==> config.mk <==
export PLATFORM = sky130hd
export DESIGN_NAME = mult_div_unit_flat
export DESIGN_NICKNAME = d
export VERILOG_FILES = /design/src/rtl/mult_div_if.sv /design/src/rtl/mult_div_unit.sv /design/src/flat_wrapper.sv
export SDC_FILE = /design/constraint.sdc
export NUM_CORES = 1
export LEC_CHECK = 0
export BUFFER_PORTS_ARGS = -buffer_cell sky130_fd_sc_hd__buf_2
export CAP_MARGIN = 25
export CORE_MARGIN = 5
export CORE_UTILIZATION = 55
export CTS_CLUSTER_DIAMETER = 30
export DETAILED_ROUTE_END_ITERATION = 10
export PLACE_DENSITY = 0.74
export SLEW_MARGIN = 10
export SYNTH_ARGS = -nofsm -noshare
export SYNTH_HDL_FRONTEND = slang
export SYNTH_SLANG_ARGS = --single-unit
==> constraint.sdc <==
create_clock -name clock -period 7.6 [get_ports clock]
set_clock_uncertainty 0.1 [all_clocks]
set_input_delay 1.52 -clock clock [delete_from_list [all_inputs] [get_ports clock]]
set_output_delay 1.52 -clock clock [all_outputs]
set_load 0.005 [all_outputs]
==> src/rtl/mult_div_if.sv <==
// Start/result bus between the multicycle control unit and mult_div_unit.
// MULTDIV_UNSIGNED_EN adds the Unsigned qualifier sampled with the start pulse.
interface mult_div_if #(
    parameter int WIDTH = 32
);
    // Handshake: a one-cycle MultOp/DivOp pulse seen while busy=0 and the unit is
    // idle starts an operation; starts while busy are dropped, not queued. The
    // result is valid in HI/LO during the single cycle done=1 and held afterwards.
`ifdef MULTDIV_UNSIGNED_EN
    logic             Unsigned;
`endif
    logic             MultOp;
    logic             DivOp;
    logic [WIDTH-1:0] A;
    logic [WIDTH-1:0] B;
    logic [WIDTH-1:0] HI;
    logic [WIDTH-1:0] LO;
    logic             busy;
    logic             done;
    logic             DivZero;

    modport master (
`ifdef MULTDIV_UNSIGNED_EN
        output Unsigned,
`endif
        output MultOp, DivOp, A, B,
        input  HI, LO, busy, done, DivZero
    );

    modport slave (
`ifdef MULTDIV_UNSIGNED_EN
        input  Unsigned,
`endif
        input  MultOp, DivOp, A, B,
        output HI, LO, busy, done, DivZero
    );
endinterface

==> src/rtl/mult_div_unit.sv <==
// Iterative signed multiply (radix-2 Booth) / restoring divide feeding HI/LO.
// Optional macro MULTDIV_UNSIGNED_EN enables multu/divu via bus.Unsigned.
module mult_div_unit #(
    parameter int WIDTH = 32,
    parameter int CNT_W = 6
) (
    input  logic        clock,
    input  logic        RESET_in,
    mult_div_if.slave   bus,
    output logic [1:0]  dbg_state
);
    typedef enum logic [1:0] {IDLE = 2'd0, RUN = 2'd1, FINISH = 2'd2} state_t;

    state_t             state, state_nx;
    logic               op_mul, is_sgn, neg_q, neg_r, zflag, b_msb;
    logic [WIDTH:0]     acc, mcand;
    logic [WIDTH-1:0]   q;
    logic               q_1;
    logic [CNT_W-1:0]   cnt;
    logic [WIDTH-1:0]   hi_r, lo_r;
    logic               done_r, dz_r;

    logic               start, start_mul, uns_in, a_neg, b_neg, b_zero, last_iter;
    logic [WIDTH-1:0]   a_mag, b_mag;

`ifdef MULTDIV_UNSIGNED_EN
    assign uns_in = bus.Unsigned;
`else
    assign uns_in = 1'b0;
`endif

    assign start     = bus.MultOp | bus.DivOp;
    assign start_mul = bus.MultOp;
    assign a_neg     = ~uns_in & bus.A[WIDTH-1];
    assign b_neg     = ~uns_in & bus.B[WIDTH-1];
    assign a_mag     = a_neg ? (~bus.A + 1'b1) : bus.A;
    assign b_mag     = b_neg ? (~bus.B + 1'b1) : bus.B;
    assign b_zero    = (bus.B == '0);
    assign last_iter = (cnt == CNT_W'(WIDTH - 1));

    always_ff @(posedge clock or posedge RESET_in) begin
        if (RESET_in) state <= IDLE;
        else          state <= state_nx;
    end

    always_comb begin
        state_nx = state;
        case (state)
            IDLE:    if (start) state_nx = (!start_mul && b_zero) ? FINISH : RUN;
            RUN:     if (last_iter) state_nx = FINISH;
            FINISH:  state_nx = IDLE;
            default: state_nx = IDLE;
        endcase
    end

    // Booth step: add/sub on a WIDTH+1 accumulator so the most negative operand
    // cannot overflow, then arithmetic shift of {acc, q, q_1}.
    logic [WIDTH:0]   booth_sum;
    logic [WIDTH+1:0] div_shift, div_diff;
    logic             div_ok;

    always_comb begin
        booth_sum = acc;
        case ({q[0], q_1})
            2'b01:   booth_sum = acc + mcand;
            2'b10:   booth_sum = acc - mcand;
            default: booth_sum = acc;
        endcase
        div_shift = {acc, q[WIDTH-1]};
        div_diff  = div_shift - {1'b0, mcand};
        div_ok    = ~div_diff[WIDTH+1];
    end

    // Unsigned multiply runs the signed recurrence; a set multiplier MSB means
    // the true multiplier is 2^WIDTH larger, so add the multiplicand to HI.
    logic [WIDTH-1:0] mul_hi, div_q, div_r;
    assign mul_hi = acc[WIDTH-1:0] + ((!is_sgn && b_msb) ? mcand[WIDTH-1:0] : '0);
    assign div_q  = neg_q ? (~q + 1'b1) : q;
    assign div_r  = neg_r ? (~acc[WIDTH-1:0] + 1'b1) : acc[WIDTH-1:0];

    always_ff @(posedge clock or posedge RESET_in) begin
        if (RESET_in) begin
            op_mul <= 1'b0;
            is_sgn <= 1'b0;
            neg_q  <= 1'b0;
            neg_r  <= 1'b0;
            zflag  <= 1'b0;
            b_msb  <= 1'b0;
            acc    <= '0;
            mcand  <= '0;
            q      <= '0;
            q_1    <= 1'b0;
            cnt    <= '0;
            hi_r   <= '0;
            lo_r   <= '0;
            done_r <= 1'b0;
            dz_r   <= 1'b0;
        end else begin
            done_r <= 1'b0;
            dz_r   <= 1'b0;
            case (state)
                IDLE: begin
                    if (start) begin
                        op_mul <= start_mul;
                        is_sgn <= ~uns_in;
                        zflag  <= !start_mul && b_zero;
                        b_msb  <= bus.B[WIDTH-1];
                        cnt    <= '0;
                        acc    <= '0;
                        q_1    <= 1'b0;
                        if (start_mul) begin
                            mcand <= {a_neg, bus.A};
                            q     <= bus.B;
                            neg_q <= 1'b0;
                            neg_r <= 1'b0;
                        end else begin
                            mcand <= {1'b0, b_mag};
                            q     <= a_mag;
                            neg_q <= a_neg ^ b_neg;
                            neg_r <= a_neg;
                        end
                    end
                end
                RUN: begin
                    cnt <= cnt + 1'b1;
                    if (op_mul) begin
                        acc <= {booth_sum[WIDTH], booth_sum[WIDTH:1]};
                        q   <= {booth_sum[0], q[WIDTH-1:1]};
                        q_1 <= q[0];
                    end else begin
                        acc <= div_ok ? div_diff[WIDTH:0] : div_shift[WIDTH:0];
                        q   <= {q[WIDTH-2:0], div_ok};
                    end
                end
                FINISH: begin
                    done_r <= 1'b1;
                    dz_r   <= zflag;
                    zflag  <= 1'b0;
                    if (!zflag) begin
                        if (op_mul) begin
                            hi_r <= mul_hi;
                            lo_r <= q;
                        end else begin
                            hi_r <= div_r;
                            lo_r <= div_q;
                        end
                    end
                end
                default: ;
            endcase
        end
    end

    assign bus.HI      = hi_r;
    assign bus.LO      = lo_r;
    assign bus.busy    = (state == RUN);
    assign bus.done    = done_r;
    assign bus.DivZero = dz_r;
    assign dbg_state   = state;
endmodule

==> src/flat_wrapper.sv <==
// flat-port wrapper written by rule: the top's interface ports become plain ports
module mult_div_unit_flat 
#(
    parameter int WIDTH = 32,
    parameter int CNT_W = 6
)
  (clock, RESET_in, dbg_state, bus_MultOp, bus_DivOp, bus_A, bus_B, bus_HI, bus_LO, bus_busy, bus_done, bus_DivZero);
  mult_div_if #(.WIDTH(WIDTH)) bus_i ();
  input  logic clock;
  input  logic RESET_in;
  output logic [1:0] dbg_state;
  input wire logic [$bits(bus_i.MultOp)-1:0] bus_MultOp;
  input wire logic [$bits(bus_i.DivOp)-1:0] bus_DivOp;
  input wire logic [$bits(bus_i.A)-1:0] bus_A;
  input wire logic [$bits(bus_i.B)-1:0] bus_B;
  output wire logic [$bits(bus_i.HI)-1:0] bus_HI;
  output wire logic [$bits(bus_i.LO)-1:0] bus_LO;
  output wire logic [$bits(bus_i.busy)-1:0] bus_busy;
  output wire logic [$bits(bus_i.done)-1:0] bus_done;
  output wire logic [$bits(bus_i.DivZero)-1:0] bus_DivZero;
  assign bus_i.MultOp = bus_MultOp;
  assign bus_i.DivOp = bus_DivOp;
  assign bus_i.A = bus_A;
  assign bus_i.B = bus_B;
  assign bus_HI = bus_i.HI;
  assign bus_LO = bus_i.LO;
  assign bus_busy = bus_i.busy;
  assign bus_done = bus_i.done;
  assign bus_DivZero = bus_i.DivZero;
  mult_div_unit #(.WIDTH(WIDTH), .CNT_W(CNT_W)) u_core (.clock(clock), .RESET_in(RESET_in), .bus(bus_i), .dbg_state(dbg_state));
endmodule
* Yosys cells after proc, flatten, opt, wreduce, memory -nomap -nowiden
Index checks and enable logic that the tools add are counted.
Operators by class: reductions and logical operators 14, equal/unequal tests 8, mux-type cells 32, bitwise gates (word level) 8, add/subtract/negate cells 9
Operators by type and width (number):
- 2-to-1 mux 32 bit | 10
- 2-to-1 mux 33 bit | 4
- one-hot mux 33 bit (2 select lines) | 2
- adder 32 x 1 -> 32 bit, second input constant | 4
- inverter 32 bit | 4
- one-hot mux 32 bit (2 select lines) | 1
- subtractor 34 x 33 -> 34 bit | 1
- adder 33 bit | 1
- subtractor 33 bit | 1
- adder 32 bit | 1
- logical NOT 32 bit | 1
- one-hot mux 6 bit (2 select lines) | 1
- AND reduction 2 bit | 5
- 2-to-1 mux 1 bit | 7
- adder 6 x 1 -> 6 bit, second input constant | 1
- == test 6 x 5 -> 1 bit, second input constant | 1
- 2-to-1 mux 2 bit | 3
- 2-to-1 mux 6 bit | 1
- inequality test 2 x 1 -> 1 bit, second input constant | 3
- == test 2 x 1 -> 1 bit, second input constant | 2
- == test 2 bit, second input constant | 2
- one-hot mux 1 bit (2 select lines) | 2
- one-hot mux 2 bit (2 select lines) | 1
- nonzero test 2 bit | 2
- 7 further kinds | 10
Word-level totals: output and inout port bits 69, input bits 68, flip-flop bits (word level) 179, logic and storage cells 87

* Longest topological paths before layout
Gate-level depths: netlist of the first run.
depth after elaboration 6, depth in mapped cells 19, gate-level depth less buffers 18

* Worst setup path after synthesis of the first run
Ideal clock, no wire load.
path type input to register, start point in bus_B[0], end point reg u_core.mcand[30], buffers on the path 0, setup time 129 ps, cell stages on the path 12, arrival time 4132 ps, required time 7371 ps, slack 3240 ps, cells stage by stage inv_1 > ha_1 > or3b_2 > or4_1 > or2_1 > or3_4 > or4_4 > o21ai_2 > xor2_1 > nor2_1 > a21oi_1 > o21ai_1
On the way: word-level cells in the longest chain between the ends 4
RTL lines:
- start, declared | RTL line flat_wrapper.sv:15 | input wire logic [$bits(bus_i.B)-1:0] bus_B;
- inverter 32 bit | RTL line mult_div_unit.sv:37 | assign b_mag = b_neg ? (~bus.B + 1'b1) : bus.B;
- adder 32 x 1 -> 32 bit | RTL line mult_div_unit.sv:37
- 2-to-1 mux 32 bit | RTL line mult_div_unit.sv:37
- 2-to-1 mux 33 bit | RTL line mult_div_unit.sv:111 | if (start_mul) begin
- end signal, assigned | RTL line mult_div_unit.sv:112 | mcand <= {a_neg, bus.A};
- end signal, assigned | RTL line mult_div_unit.sv:117 | mcand <= {1'b0, b_mag};
- end, declared | RTL line mult_div_unit.sv:16 | logic [WIDTH:0] acc, mcand;
No other way between the ends. A chain may end at the register's enable or synchronous reset.

* Final worst setup path of the first run
start point reg u_core.mcand[1], end point reg u_core.acc[32]
On the way: word-level cells in the longest chain between the ends 4, elaborated cells between the ends (all ways) 7, classes of those cells add/sub: 3; mux: 4
RTL lines:
- subtractor 33 bit (tied with other cells) | RTL line mult_div_unit.sv:66 | 2'b10: booth_sum = acc - mcand;
- one-hot mux 33 bit (2 select lines) / 2-to-1 mux 33 bit (equally long branches) | RTL line mult_div_unit.sv:64, mult_div_unit.sv:131
- 2-to-1 mux 33 bit * | RTL line mult_div_unit.sv:126 | if (op_mul) begin
- one-hot mux 33 bit (2 select lines) * | RTL line mult_div_unit.sv:101 | case (state)
- end signal, assigned | RTL line mult_div_unit.sv:127 | acc <= {booth_sum[WIDTH], booth_sum[WIDTH:1]};
- end signal, assigned | RTL line mult_div_unit.sv:131 | acc <= div_ok ? div_diff[WIDTH:0] : div_shift[WIDTH:0];
- end, declared | RTL line mult_div_unit.sv:16
Every way passes the cells marked *; elsewhere a longest branch is shown, timed or not.

==> results of run 1 <==
-- logic make-up after synthesis --
family / after synthesis / synth area share [%]
DFF: 179 / 26.1
and+or+nand+nor: 707 / 19.4
xor gates and xnor gates: 224 / 11.4
AOI/OAI and AO/OA: 746 / 26.3
buffers and inverters: 209 / 4.75
muxes: 72 / 4.24
adders and majority gates: 106 / 7.85
-- layout make-up --
cell class              instances  share of cell area [%]
repair buffers                153                    4.41
flip-flops and latches        179                    24.0
diodes                          4                  0.0537
clock inverters                14                   0.765
well taps                     396                    2.66
clock buffers                  18                    2.35
multi-input cells            1855                    64.0
inverters                      85                    1.75
-- critical path, stage by stage, from the launching register on --
cell and delay [ns]:
dfrtp_1 0.43, inv_1 0.19, ha_1 0.21, nor3b_1 0.74, nand4_1 0.28, nor3_1 0.56
nor2_1 0.12, xnor2_1 0.16, ha_1 0.22, a21o_1 0.18, a211o_1 0.29, a21oi_1 0.13
a211oi_1 0.07, a31oi_1 0.41, o31ai_1 0.22, and3_1 0.19, or4_1 0.51, nand3_1 0.12
a22oi_1 0.09
-- synthesized netlist by cell type (4+ instances only) --
| library cell | count |
|---|---|
| nor2_1 | 164 |
| a211o_1 | 5 |
| a21oi_1 | 195 |
| o41ai_1 | 17 |
| mux2_2 | 6 |
| inv_1 | 83 |
| a21o_1 | 43 |
| a211oi_1 | 12 |
| a31oi_1 | 22 |
| o2111ai_1 | 4 |
| a32o_1 | 5 |
| nand2b_1 | 27 |
| dfrtp_1 | 179 |
| o22ai_1 | 4 |
| buf_1 | 12 |
| nand2_1 | 274 |
| mux2i_1 | 66 |
| or2_2 | 7 |
| or4_1 | 19 |
| buf_4 | 4 |
| ha_1 | 103 |
| a22oi_1 | 22 |
| o21bai_1 | 15 |
| and3_1 | 14 |
| nor4_1 | 19 |
| or3_1 | 20 |
| nor2b_1 | 16 |
| and2_1 | 39 |
| o211ai_1 | 17 |
| nor3b_1 | 4 |
| a41oi_1 | 11 |
| xnor2_1 | 107 |
| o221ai_1 | 7 |
| nand4_1 | 13 |
| nor3_1 | 38 |
| o31ai_1 | 46 |
| xor2_1 | 117 |
| nand3_1 | 32 |
| o21ai_0 | 272 |
| o21a_1 | 11 |
| clkbuf_1 | 104 |
-- worst paths after layout --
| path | end | slack [ns] | cells past startpoint |
|---|---|---|---|
| worst min-delay path | u_core.bus.HI[17] | 0.37 | 2 |
| worst min register to register | u_core.bus.HI[17] | 0.37 | 2 |
| min in group asynchronous | u_core.mcand[2] | 1.15 | 2 |
| max in group asynchronous | u_core.bus.LO[27] | 5.01 | 3 |
| worst max register to register | u_core.acc[32] | 2.26 | 18 |
| worst max-delay path | u_core.acc[32] | 2.26 | 18 |
-- state kept, by name, summed over array words and instances, names as in the netlist --
name                flops
u_core.neg_r            1
u_core.bus.DivZero      1
u_core.bus.LO          32
u_core.neg_q            1
u_core.is_sgn           1
u_core.op_mul           1
u_core.bus.HI          32
u_core.bus.done         1
u_core.zflag            1
u_core.cnt              6
u_core.q_1              1
u_core.q               32
u_core.b_msb            1
u_core.dbg_state        2
u_core.acc             33
u_core.mcand           33
-- where the power goes --
| group | total, uW | switching, uW | internal [uW] |
|---|---|---|---|
| Combinational | 6560 | 3830 | 2730 |
| Clock | 908 | 437 | 471 |
| Sequential | 1930 | 649 | 1280 |
| Total | 9390 | 4920 | 4480 |
-- metrics by stage --
step / total power, uW / util (%)
6_report: 9390 / 60.6
5_1_grt: 10200 / 60.6
4_1_cts: 9280 / 60.6
3_5_place_dp: 8320 / 58.7
3_3_place_gp: 8240 / 58.7
2_1_floorplan: 6840 / -
-- layer usage --
metal | track usage (%) | share of wire, % | vias to the layer above
li1 | - | - | 8161
met1 | 39.8 | 46 | 7763
met2 | 45.3 | 44 | 585
met3 | 5.96 | 7.9 | 64
met4 | 5.66 | 1.5 | 8
met5 | 0 | 0.095 | -
==> flow_summary.json, run 1 <==
{
  "hold_path.startpoint": "u_core.bus.HI[17]",
  "synthCells": 2243,
  "register_area_sq_um": 4480,
  "syn2layout_area_growth_pct": 8.53,
  "clock_latency_ns": 0.46,
  "cts_buffers": 17,
  "synthesis.area_sq_um": 17200,
  "core-area_sq_um": 30700,
  "cts-htree-levels": 4,
  "timing.final.crit_period_ns": 5.34,
  "synth_ff_type": "dfrtp_1",
  "whs_ns": 0.370,
  "die_area_sq_um": 34900,
  "cts_buffer_depth": 2,
  "worstPathArrival_ns": 5.57,
  "synth_cell_type_count": 76,
  "num_rows": 64,
  "layout_common_cells": "nand2_1 (274), o21ai_0 (272), a21oi_1 (195)",
  "post_cts_buffers": 0,
  "boundaryPins": 137,
  "die_w_um": 187,
  "post_dp_cell_area_sq_um": 18000,
  "slew-limit-headroom_pct": 27.8,
  "period_share_pct": 70.3,
  "grt_max_degree": 123,
  "drt_wl_total_um": 50500,
  "hold_path_class": "flip-flop to flip-flop",
  "groute.usage.overall_pct": 28.2,
  "critical_path_class": "flip-flop to flip-flop",
  "cp.required_ns": 7.83,
  "worst_pin_slew_ns": 1.06,
  "fin_tns_setup_ns": 0,
  "setup_ws_ns": 2.26,
  "synth_fp_nets": 2417,
  "hpwl_um": 37800,
  "cts.sinks": 179,
  "ys_ff_latch": 179,
  "multi_input_area_sq_um": 11900,
  "antenna_found_initial": 7,
  "path_clk_slew_ns": 0.08,
  "cts_root_buf": "clkbuf_16",
  "seq_area_frac_synth_pct": 26.1,
  "layout_commonest_cell": "nand2_1",
  "wl_per_cell_um": 18.7,
  "grt_pass1_wl_um": 82100,
  "ys_warn_count": 0,
  "drive_gt1_share_pct": 9.59,
  "nets": 2465,
  "grt_pass1_vias": 15600,
  "slew_viol_final": 0,
  "hold_violations": 0,
  "yosysTopAreaCell": "dfrtp_1",
  "fillerInstances": 2877,
  "fp.dieH_um": 187,
  "total_leakage_power_uw": 0.00841,
  "layout.cells.non_filler": 2704,
  "synth_top_area_share_pct": 26.1,
  "cp_max_fo": 7,
  "drt_first_iter_violations": 1481,
  "drc": 0,
  "hold_buffers": 0,
  "io_buffers": 136,
  "async_flop_share_pct": 100,
  "rsz0062_at_grt": "false",
  "drv_cap": 0,
  "first_pass_iters": 5,
  "ir_worst_vdd_uv": 246,
  "placed_cells": 2667,
  "place_congestion": 0.949,
  "floorplan.initialDensity_pct": 55.9,
  "avgSynthCellArea_sq_um": 7.66,
  "synthTopCellsByArea": "dfrtp_1 (26%), o21ai_0 (7.9%), ha_1 (7.5%)",
  "powerDensity_nw_per_um2": 504,
  "drtAntennaViolNets": 0,
  "grt-ovfl-total": 0,
  "fmax_mhz": 187,
  "synth_edf_count": 0,
  "end_kind": "flip-flop",
  "viasPerCell": 6.13,
  "worst_r2r_startpoint": "u_core.mcand[1]",
  "status": "complete, no violations",
  "cp-startpoint": "u_core.mcand[1]",
  "num_vias": 16600,
  "post_cts_resized": 0,
  "dp_slack_ns": 2.41,
  "cts_tree": "done",
  "setup_violations": 0,
  "startpoint_type": "flip-flop",
  "design_area_sq_um": 18600
}
Note: power is estimated with default switching activity, not from simulation.
==> inputs of run 2 (changes only) <==
==> constraint.sdc (replaced) <==
create_clock -name clock -period 5.4 [get_ports clock]
set_clock_uncertainty 0.1 [all_clocks]
set_input_delay 1.08 -clock clock [delete_from_list [all_inputs] [get_ports clock]]
set_output_delay 1.08 -clock clock [all_outputs]
set_load 0.005 [all_outputs]
==> run 2 against run 1 <==
Compared with the run above:
- clock power is 48% higher
- combinational power is 41% higher
- first-iteration DRC count is 0.68% higher
- wire length is 2.6% higher
- maximum frequency is 9.0% higher
- global-route usage is 0.75 points higher
- sequential power is 42% higher
- register-to-register slack worse by 1.8 ns
- core utilization is 0.51 points higher
- final cell count is 0.26% higher
- die area stayed put
- setup slack worse by 1.8 ns
- critical path type unchanged
- highest routed layer unchanged
==> flow_summary.json, run 2 (synthesis gave the netlist of run 1 again) <==
{
  "cp_common_cell": "a21o_1",
  "fmax_mhz": 204,
  "setup_violations": 0,
  "place_congestion": 0.960,
  "drv_cap": 0,
  "whs_ns": 0.373,
  "drc": 0,
  "crit_chain": "nor4_2, buf_4, nand2_1, nor4_1, a21o_1, o21ai_0, xnor2_1, ha_1, a21o_1, a211o_1, a21oi_1, a211oi_1, a31oi_1, o31ai_1, and3_1, or4_1, nand3_1, a22oi_1",
  "worst_pin_slew_ns": 1.02,
  "grt_pass1_wl_um": 83400,
  "die_w_um": 187,
  "syn2layout_area_growth_pct": 9.45,
  "end_kind": "flip-flop",
  "hpwl_um": 39700,
  "dp_slack_ns": 0.427,
  "cts-htree-levels": 4,
  "timing.final.crit_period_ns": 4.90,
  "cpPeakStageDelay_ns": 0.53,
  "layout_common_cells": "nand2_1 (274), o21ai_0 (272), a21oi_1 (195)",
  "floorplan.initialDensity_pct": 55.9,
  "cts_buffer_depth": 2,
  "cp_max_fo": 7,
  "rsz0062_at_grt": "false",
  "io_buffers": 136,
  "slew-limit-headroom_pct": 31.8,
  "layout_commonest_cell": "nand2_1",
  "die_area_sq_um": 34900,
  "groute.usage.overall_pct": 29.0,
  "hold_buffers": 0,
  "cts.sinks": 179,
  "critPathTopFamily": "compound AO/OA/AOI/OAI gates",
  "first_pass_iters": 6,
  "slew_viol_final": 0,
  "num_rows": 64,
  "drive_gt1_share_pct": 10.0,
  "drt_first_iter_violations": 1491,
  "cts_tree": "done",
  "slowest_stage": "nor4_1",
  "hold_path_class": "flip-flop to flip-flop",
  "path_clk_slew_ns": 0.08,
  "num_vias": 16700,
  "cp.required_ns": 5.62,
  "drt_wl_total_um": 51800,
  "total_leakage_power_uw": 0.00849,
  "wl_per_cell_um": 19.1,
  "powerDensity_nw_per_um2": 709,
  "hold_violations": 0,
  "ir_worst_vdd_uv": 416,
  "worstPathArrival_ns": 5.12,
  "setup_ws_ns": 0.501,
  "reg_top3": "u_core.acc x33, u_core.mcand x33",
  "drtAntennaViolNets": 0,
  "cts_root_buf": "clkbuf_16",
  "status": "complete, no violations",
  "viasPerCell": 6.17,
  "cts_buffers": 17,
  "antenna_found_initial": 2,
  "boundaryPins": 137,
  "nets": 2475,
  "grt_max_degree": 106,
  "crit_buf_inv": 1,
  "grt_pass1_vias": 15600,
  "clock_latency_ns": 0.47,
  "grt-ovfl-total": 0,
  "critical_path_class": "flip-flop to flip-flop",
  "fin_tns_setup_ns": 0,
  "core-area_sq_um": 30700,
  "period_share_pct": 90.7,
  "fp.dieH_um": 187,
  "startpoint_type": "flip-flop",
  "post_cts_buffers": 0
}
## run 2: cell types whose count changed in the layout (fill, tap and decap cells not counted)
cell	change
a2111oi_1	+1
diode_2	-3
nor4_2	+1
inv_6	-2
buf_12	+3
clkinv_4	-1
buf_4	+7
clkinv_8	+6
a2111oi_0	-1
nor4_1	-1
clkbuf_8	-1
clkinv_2	-1
clkinvlp_4	-1
## run 2: path summary, 6_finish.rpt
path | start | to | slack (ns) | cells after the start
worst min-delay path | u_core.bus.HI[31] | u_core.bus.HI[31] | 0.37 | 2
worst min register to register | u_core.bus.HI[31] | u_core.bus.HI[31] | 0.37 | 2
worst max register to register | u_core.mcand[7] | u_core.acc[32] | 0.50 | 18
max in group asynchronous | RESET_in | u_core.q[17] | 3.77 | 3
min in group asynchronous | RESET_in | u_core.bus.LO[31] | 0.53 | 2
worst max-delay path | u_core.mcand[7] | u_core.acc[32] | 0.50 | 18
## run 2: metal layers
metal / vias up / part of all wire [%] / track usage (%)
li1: 8181 / - / -
met1: 7855 / 45 / 40.6
met2: 623 / 46 / 47.1
met3: 76 / 6.9 / 4.35
met4: 4 / 2.3 / 8.08
met5: - / 0.027 / 0
## run 2: area by class of cell
| type | instances | area, sq um |
|---|---|---|
| multi-input cells | 1855 | 11900 |
| clock buffers | 17 | 425 |
| diodes | 1 | 2.50 |
| well taps | 396 | 495 |
| inverters | 85 | 323 |
| clock inverters | 15 | 205 |
| flip-flops and latches | 179 | 4480 |
| repair buffers | 163 | 936 |
| fillers | 2877 | 11900 |
## run 2: tightest hold or removal path, delay by kind of cell, from the launching register on
family          cells  cell delay [ns]
compound gates      1             0.05
simple gates        1             0.05
flops               1             0.34
## run 2: what timing repair did
item                                    in CTS  in global routing
gates resized for setup                      0                  2
endpoints found under the hold margin        0                  0
endpoints found under the setup margin       0                  3
## run 2: power by group
group / total, uW / leakage [uW] / internal [uW] / switching (uW)
Clock: 1340 / 0.000305 / 674 / 663
Sequential: 2750 / 0.00232 / 1800 / 947
Combinational: 9260 / 0.00587 / 3910 / 5340
## run 2: through the flow
step / power, uW / utilization [%] / instances / area, sq um
2_1_floorplan: 9630 / - / 2243 / 17200
3_3_place_gp: 11600 / 58.9 / 2676 / 18100
3_5_place_dp: 11800 / 59.0 / 2677 / 18100
4_1_cts: 13200 / 61.1 / 2709 / 18800
5_1_grt: 14500 / 61.2 / 2710 / 18800
6_report: 13300 / 61.2 / 2711 / 18800
==> inputs of run 3 (changes only) <==
--- a/config.mk
+++ b/config.mk
@@ -12,6 +12,7 @@
 export CTS_CLUSTER_DIAMETER = 30
 export DETAILED_ROUTE_END_ITERATION = 10
 export PLACE_DENSITY = 0.74
+export REMOVE_ABC_BUFFERS = 1
 export SLEW_MARGIN = 10
 export SYNTH_ARGS = -nofsm -noshare
 export SYNTH_HDL_FRONTEND = slang
==> run 3 against run 2 <==
Compared with the run above:
- combinational power fell by 1%
- via count decreased by 1.4%
- design area fell by 0.63%
- die area stayed put
- setup slack better by 0.045 ns
- register-to-register slack better by 0.05 ns
- final cell count down 0.11%
- first-iteration DRC count is 1.0% higher
- wire length down 3.6%
==> flow_summary.json, run 3 (synthesis gave the netlist of run 1 again) <==
{
  "status": "complete, no violations",
  "die_w_um": 187,
  "hold_violations": 0,
  "nets": 2473,
  "cts_buffers": 17,
  "grt_pass1_wl_um": 82500,
  "cts_buffer_depth": 2,
  "drc": 0,
  "place_congestion": 0.938,
  "power.internal_uw": 6330,
  "core-area_sq_um": 30700,
  "sw_frac_of_total_pct": 51.7,
  "endpoint": "u_core.acc[30]",
  "drt_first_iter_violations": 1506,
  "drive_gt1_share_pct": 9.83,
  "post_cts_buffers": 0,
  "ir_worst_vdd_uv": 473,
  "crit_buf_inv": 0,
  "register_area_sq_um": 4480,
  "startpoint_type": "flip-flop",
  "slowest_stage": "a2111oi_1",
  "powerDensity_nw_per_um2": 702,
  "fmax_mhz": 206,
  "slew-limit-headroom_pct": 32.3,
  "total_leakage_power_uw": 0.00844,
  "reg_top3": "u_core.acc x33, u_core.mcand x33",
  "drv_cap": 0,
  "num_rows": 64,
  "die_area_sq_um": 34900,
  "drtAntennaViolNets": 0,
  "path_clk_slew_ns": 0.07,
  "cp_max_fo": 7,
  "clock_latency_ns": 0.47,
  "cpPeakStageDelay_ns": 0.62,
  "syn2layout_area_growth_pct": 8.77,
  "layout.cells.non_filler": 2708,
  "setup_violations": 0,
  "switching_power_uw": 6780,
  "floorplan.initialDensity_pct": 55.9,
  "layout_common_cells": "nand2_1 (274), o21ai_0 (272), a21oi_1 (195)",
  "viasPerCell": 6.09,
  "crit_chain": "nor4_1, nand2_1, nor4_1, a21o_1, xnor2_1, ha_1, and3_1, and2_1, and4_1, nor3b_1, o211ai_1, a2111oi_1, nor3_1, nor3_1, o221ai_1",
  "fp.dieH_um": 187,
  "cts_tree": "done",
  "hold_buffers": 0,
  "io_buffers": 136,
  "antenna_found_initial": 6,
  "fillerInstances": 2892,
  "worst_r2r_startpoint": "u_core.mcand[10]",
  "share_seq_of_total_power_pct": 20.9,
  "total_power_uw": 13100,
  "drt_wl_total_um": 50000,
  "slew_viol_final": 0,
  "clkPwrFrac_pct": 9.4,
  "r2r_cells": 15,
  "num_vias": 16500,
  "cts.sinks": 179,
  "wl_per_cell_um": 18.5,
  "critPathTopFamily": "simple AND/OR/NAND/NOR gates",
  "placed_cells": 2675,
  "cts-htree-levels": 4,
  "critical_path_class": "flip-flop to flip-flop",
  "multi_input_area_sq_um": 11900,
  "reg2reg_slack_ns": 0.55,
  "first_pass_iters": 5,
  "boundaryPins": 137,
  "end_kind": "flip-flop",
  "worst-path-stages": 15,
  "hold_path_class": "flip-flop to flip-flop",
  "timing.final.crit_period_ns": 4.85,
  "grt_pass1_vias": 15900,
  "groute.usage.overall_pct": 28.4,
  "period_share_pct": 89.9,
  "worst_pin_slew_ns": 1.01,
  "cp-startpoint": "u_core.mcand[10]",
  "worstPathArrival_ns": 5.07,
  "grt_max_degree": 113,
  "rr_endpoint": "u_core.acc[30]",
  "grt-ovfl-total": 0,
  "layout_commonest_cell": "nand2_1",
  "cp.required_ns": 5.62,
  "hold_path.startpoint": "u_core.bus.HI[9]",
  "cts_root_buf": "clkbuf_16",
  "hpwl_um": 37600,
  "p_comb_share_pct": 69.8,
  "rsz0062_at_grt": "false"
}
[run 3: cell count changes in the layout (fill, tap and decap cells not counted), moves of 2 or more]
cell,previous run,this run
clkinv_8,6,0
buf_12,4,2
clkinv_2,0,2
clkinv_4,2,4
[run 3: layout make-up]
cell class / instances / share of cell area (%)
flip-flops and latches: 179 / 24.0
clock buffers: 17 / 2.28
inverters: 85 / 1.75
multi-input cells: 1855 / 63.8
clock inverters: 13 / 0.683
well taps: 396 / 2.65
repair buffers: 161 / 4.79
diodes: 2 / 0.0268
[run 3: how the worst min path moves through the flow]
stage	to	slack, ns	depth (start not counted)
3_5_place_dp	u_core.is_sgn	0.36	1
3_3_place_gp	u_core.is_sgn	0.35	1
6_report	u_core.bus.HI[9]	0.37	1
2_1_floorplan	u_core.is_sgn	0.34	1
4_1_cts	u_core.is_sgn	0.38	1
5_1_grt	u_core.bus.HI[6]	0.40	2
[run 3: what timing repair did]
item                                    in CTS  in global routing
endpoints found under the setup margin       0                  1
hold endpoints to repair                     0                  0
resized for setup                            0                  1
[run 3: per-stage QoR]
step	worst slack (ns)	hold slack, ns	instance area (sq um)	utilization, %	TNS, ns
floorplan	-0.639	0.335	16700	-	-114.31
global placement	0.710	0.351	18100	58.9	0
detailed placement	0.558	0.360	18100	58.9	0
CTS	0.520	0.377	18700	60.7	0
global route	0.0195	0.402	18700	60.8	0
finish	0.546	0.372	18700	60.8	0
[run 3: layer usage]
layer	track usage [%]	vias up	part of all wire [%]
met3	5.44	75	7.3
met2	44.8	588	44
met5	0	-	0.098
li1	-	8159	-
met4	9.36	10	2.8
met1	39.4	7666	46
[run 3: power by group through the flow]
| stage | clock [uW] | sequential [uW] | combinational (uW) |
|---|---|---|---|
| after floorplan | 0 | 2460 | 7000 |
| after global placement | 0 | 2690 | 8810 |
| after detailed placement | 0 | 2720 | 8950 |
| after CTS | 1260 | 2700 | 9010 |
| after global routing | 1300 | 2820 | 10200 |
| final | 1230 | 2740 | 9150 |
